**config.mk**
```make
export PLATFORM = sky130hd
export DESIGN_NAME = down_counter_timer
export DESIGN_NICKNAME = d
export VERILOG_FILES = /design/src/rtl/down_counter_pkg.sv /design/src/rtl/sat_counter.sv /design/src/rtl/down_counter_timer.sv
export SDC_FILE = /design/constraint.sdc
export NUM_CORES = 1
export LEC_CHECK = 0
export CELL_PAD_IN_SITES_DETAIL_PLACEMENT = 1
export CELL_PAD_IN_SITES_GLOBAL_PLACEMENT = 2
export CORE_MARGIN = 1
export CORE_UTILIZATION = 30
export DETAILED_ROUTE_END_ITERATION = 16
export PLACE_DENSITY_LB_ADDON = 0.1
export REMOVE_ABC_BUFFERS = 1
export SETUP_SLACK_MARGIN = 0.3
export SYNTH_ARGS = -nofsm -noshare
export SYNTH_HDL_FRONTEND = slang
export SYNTH_SLANG_ARGS = --single-unit
export TNS_END_PERCENT = 1
```
**constraint.sdc**
```tcl
create_clock -name clk -period 1.95 [get_ports clk]
set_input_delay 0.2925 -clock clk [delete_from_list [all_inputs] [get_ports clk]]
set_output_delay 0.2925 -clock clk [all_outputs]
set_load 0.03 [all_outputs]
```
**src/rtl/down_counter_pkg.sv**
```systemverilog
// Shared state encoding and default sizing for the down-counter timer.
// Pure declarations: no logic, no latency.
package down_counter_pkg;

    localparam int DEF_WIDTH   = 4;
    localparam int DEF_MAX_VAL = 11;

    typedef enum logic [1:0] {
        ST_IDLE = 2'd0,
        ST_RUN  = 2'd1,
        ST_HOLD = 2'd2,
        ST_DONE = 2'd3
    } state_t;

endpackage

```
**src/rtl/sat_counter.sv**
```systemverilog
// 8-bit event counter with synchronous clear, sticks at 255 instead of wrapping.
// One-cycle update latency; clear wins over increment, no backpressure.
module sat_counter (
    input  logic       clk,
    input  logic       rst_n,
    input  logic       i_clr,
    input  logic       i_inc,
    output logic [7:0] o_cnt
);

    logic [7:0] r_cnt;

    always_ff @(posedge clk or negedge rst_n) begin
        if (!rst_n) begin
            r_cnt <= 8'd0;
        end else if (i_clr) begin
            r_cnt <= 8'd0;
        end else if (i_inc && (r_cnt != 8'hFF)) begin
            r_cnt <= r_cnt + 8'd1;
        end
    end

    assign o_cnt = r_cnt;

endmodule

```
**src/rtl/down_counter_timer.sv**
```systemverilog
// Loadable down-counter timer with pause/abort and one-shot or periodic reload.
// tc is combinational on current state; q/done/busy update one edge after inputs; no backpressure.
module down_counter_timer
    import down_counter_pkg::*;
#(
    parameter int WIDTH   = DEF_WIDTH,
    parameter int MAX_VAL = DEF_MAX_VAL
) (
    input  logic             clk,
    input  logic             rst_n,
    input  logic             start,
    input  logic             pause,
    input  logic             abort,
    input  logic             load_en,
    input  logic [WIDTH-1:0] load_val,
    input  logic             auto_reload,
    output logic [WIDTH-1:0] q,
    output logic             busy,
    output logic             tc,
    output logic             done,
    output logic [7:0]       wraps
);

    localparam logic [WIDTH-1:0] MAX_Q = WIDTH'(MAX_VAL);
    localparam logic [WIDTH-1:0] ONE_Q = WIDTH'(1);

    state_t           r_state;
    logic [WIDTH-1:0] r_q;
    logic [WIDTH-1:0] r_rl;

    logic w_at_zero;
    logic w_wrap;
    logic w_clr;

    assign w_at_zero = (r_q == '0);
    assign w_clr     = !abort && (r_state == ST_IDLE) && start;
    assign w_wrap    = !abort && (r_state == ST_RUN) && w_at_zero && auto_reload;

    always_ff @(posedge clk or negedge rst_n) begin
        if (!rst_n) begin
            r_state <= ST_IDLE;
            r_q     <= MAX_Q;
            r_rl    <= MAX_Q;
        end else if (abort) begin
            r_state <= ST_IDLE;
            r_q     <= r_rl;
        end else begin
            case (r_state)
                ST_IDLE: begin
                    // q takes the old reload value even if a load lands on the same edge
                    if (load_en) begin
                        r_rl <= (load_val > MAX_Q) ? MAX_Q : load_val;
                    end
                    if (start) begin
                        r_q     <= r_rl;
                        r_state <= ST_RUN;
                    end
                end
                ST_RUN: begin
                    if (w_at_zero) begin
                        if (auto_reload) begin
                            r_q <= r_rl;
                        end else begin
                            r_state <= ST_DONE;
                        end
                    end else if (pause) begin
                        r_state <= ST_HOLD;
                    end else begin
                        r_q <= r_q - ONE_Q;
                    end
                end
                ST_HOLD: begin
                    if (!pause) begin
                        r_state <= ST_RUN;
                    end
                end
                ST_DONE: begin
                    r_state <= ST_IDLE;
                end
                default: begin
                    r_state <= ST_IDLE;
                end
            endcase
        end
    end

    sat_counter u_wraps (
        .clk   (clk),
        .rst_n (rst_n),
        .i_clr (w_clr),
        .i_inc (w_wrap),
        .o_cnt (wraps)
    );

    assign q    = r_q;
    assign busy = (r_state == ST_RUN) || (r_state == ST_HOLD);
    assign tc   = (r_state == ST_RUN) && w_at_zero && !abort;
    assign done = (r_state == ST_DONE) && !abort;

endmodule

```
==> results of run 1 <==
## cell families (layout without fill, tap and decap cells)
logic type | after synthesis | after routing | synth area share [%]
fa+ha+maj | 6 | 6 | 6.329
flops | 18 | 18 | 38.61
compound gates | 34 | 34 | 19.94
buf+inv | 12 | 52 | 4.220
simple gates | 52 | 52 | 24.79
mux | 7 | 7 | 6.118
## layout make-up
cell class                 count  area (um^2)
timing repair buffer          40        366.6
tap                           48        60.06
inverter                       8        30.03
multi-input combinational     99        724.4
fill                         448         2021
sequential                    18        459.2
clock buffer                   4        55.05
## flip-flops by register name, summed over array words and instances (netlist names)
register	count
q	4
r_rl	4
r_state	2
u_wraps.o_cnt	8
## stage by stage
| stage | std cells | util [%] | power (mW) | area, um^2 | setup WS, ps |
|---|---|---|---|---|---|
| global route | 217 | 45.62 | 2.247 | 1695 | 34.73 |
| floorplan | 125 | - | 1.261 | 1166 | 68.05 |
| detailed placement | 210 | 42.02 | 1.655 | 1562 | -25.13 |
| CTS | 217 | 45.19 | 2.092 | 1679 | 62.96 |
| finish | 217 | 45.62 | 2.100 | 1695 | 73.39 |
| global placement | 210 | 42.02 | 1.629 | 1562 | 39.69 |
## worst max-delay path: cells and delay by family (launching register included)
kind | cells | cell delay, ps
buffers and inverters | 2 | 800
flip-flops | 1 | 540
## worst paths after layout
kind | endpoint | cells after the start | start | slack [ps]
worst max-delay path | q[0] | 2 | q[0] | 70
worst min-delay path | u_wraps.o_cnt[0] | 2 | rst_n | 370
worst max register to register | q[3] | 6 | r_state[0] | 120
worst min register to register | r_rl[0] | 2 | r_rl[0] | 490
max in group asynchronous | r_rl[0] | 2 | rst_n | 1310
min in group clk | r_rl[0] | 2 | r_rl[0] | 490
## report_power, final
part | switching [mW] | internal (mW)
registers | 0.124 | 0.532
clock network | 0.131 | 0.179
logic | 0.591 | 0.542
total | 0.846 | 1.25
## timing repair
| action | in CTS | in global routing |
|---|---|---|
| setup buffers | 3 | 0 |
| pin swaps | 2 | 2 |
| resized for setup | 14 | 7 |
| setup endpoints to repair | 23 | 29 |
## layer usage
metal / vias to the layer above / global-route usage [%]
met5: - / 0
met2: 17 / 32.03
met4: 0 / 4.167
met1: 566 / 21.60
met3: 2 / 3.873
li1: 556 / -
## placed cells by master, fill, tap and decap left out, types with 6 or more instances in the layout
cell type,instances
clkdlybuf4s50_1,21
buf_4,15
dfrtp_1,11
o21ai_0,9
nor2_1,9
nand2_1,8
nor3_1,7
dfstp_2,6
==> summary.md, run 1 <==
| Metric | Value |
|---|---|
| Status | finished clean |
| Peak fanout along the critical path | 5 |
| Vias in the first global route | 1182 |
| Critical path required time | 1660 ps |
| Routed length on met2 | 1730 um |
| Total number of yosys warnings | 0 |
| IR Drop Worst-Case VDD | 0.5071 mV |
| Total congestion overflow | 0 |
| Dominant cells by area after synthesis | dfrtp_1, dfstp_2, ha_1, mux2i_1, o21ai_0 |
| Crit path max-delay cell type | clkdlybuf4s50_1 |
| Number of antenna violations at the first check in global routing | 0 |
| Source-to-sink clock delay at the later pin of the worst-skew pair | roughly 260 ps |
| Clk pin slew, worst setup/hold paths | 70 ps |
| Number of buffers inserted by port buffering | 25 |
| Met3 Routed Length | 85 um |
| Pleak | 0.7174 nW |
| Largest net degree at the start of global routing | 19 |
| Total power divided by cell area | 1239 nW/um^2 |
| DRC violation count after routing | 0 |
| Final antenna diode count | 0 |
| Flip-flop cell with the highest count after synthesis | dfrtp_1 |
| Critical path launch point type | flop |
| Iteration count of the initial detailed-routing pass | 4 |
| Clock buffers created by TritonCTS | 3 |
| Setup TNS | 0 ps |
| Share of flip-flops with an asynchronous set or reset | 100.0% |
| Setup repair after global routing missed its margin | true |
| Quantity of hold-fixing buffers added after cts | 0 |
| Worst EP arrival | 1580 ps |
| Number of top-level design ports | 26 |
| Post-synth cell types | 43 |
| Netlist area before placement | roughly 1200 um^2 |
| Minimum period implied by the final worst setup slack | 1877 ps |
| Maximum clock frequency | 532.9 MHz |
| Routed via count | around 1100 |
| Most repeated cell in the gate-level netlist after synthesis | dfrtp_1 |
| Final Wtd Congestion | 0.7900 |
| Deepest level of the CTS H-tree | 1 |
| Starting DRC count in detailed routing | 53 |
| Endpoints failing setup | 0 |
| Max stage delay on crit path | 670 ps |
| Worst rel slew slack | between 70% and 80% |
| Area of the core | 3716 um^2 |
| Drt wl/cell | 15.34 um |
| Vias per std cell | between 5 and 6 |
| Clock tree from TritonCTS | done |
| Post-detailed-route count of antenna-violating nets | 0 |
| Dpl hpwl | 2512 um |
| Global-route wire length before repair | between 5000 and 6000 um |
| Final clock period utilization by the worst path | 96.24% |
| Number of synthesized register bits | 18 |
| Clk sink count | 18 |
| Cell at the root of the clock tree | clkbuf_8 |
| Sequential element share of the synthesized area | 38.61% |
| Max-cap viol count | 0 |
| Die outline area | 4209 um^2 |
| Most frequent cells after synthesis | dfrtp_1, nor2_1, o21ai_0 |
| Metal-1 WL | 1494 um |
| Category of the most critical setup path | reg2out |
| Starting utilization of the core area | 31.92% |
| Number of nets in the layout | roughly 190 |
| Top Layer Used | met4 |
| Overall track demand over capacity in global routing | around 18% |
| Syn_area_per_cell | 9.195 um^2 |
| Max-slew violation count | 0 |
| Maximum clock path buffer count | 2 |
| Number of enable flip-flop cells after synthesis | 0 |
| Portion of synthesized cell area occupied by the leading cell type | 25.32% |
| Number of rows created at floorplan | 22 |
| Hold Slack | 369.4 ps |
| Worst Hold Class | in2async |
| Least-Margin Pin Slew | approximately 400 ps |
| Overall routed net length | 3328 um |
| Horizontal extent of the die | around 65 um |
| Number of cells produced by synthesis | 129 |
| Synth-to-Final Area Change | 42.93% |
| Skew final | 5.314 ps |
| Number of failing hold endpoints at the final stage | 0 |
| Cell type contributing the most total cell area after synthesis | dfrtp_1 |
| Worst path cell trace | buf_4 -> clkdlybuf4s50_1 |
| Chip Height | 64.88 um |
| Proportion of layout cells with a drive suffix above 1 | between 20% and 30% |
| Endpoint kind of the worst setup timing path | output port |
Note: power is estimated with default switching activity, not from simulation.
==> run 2, diff against run 1 <==
- SLEW_MARGIN: not set -> 5
==> results of run 2 <==
Same layout as run 1: the final DEF is identical, and so are final timing and power.
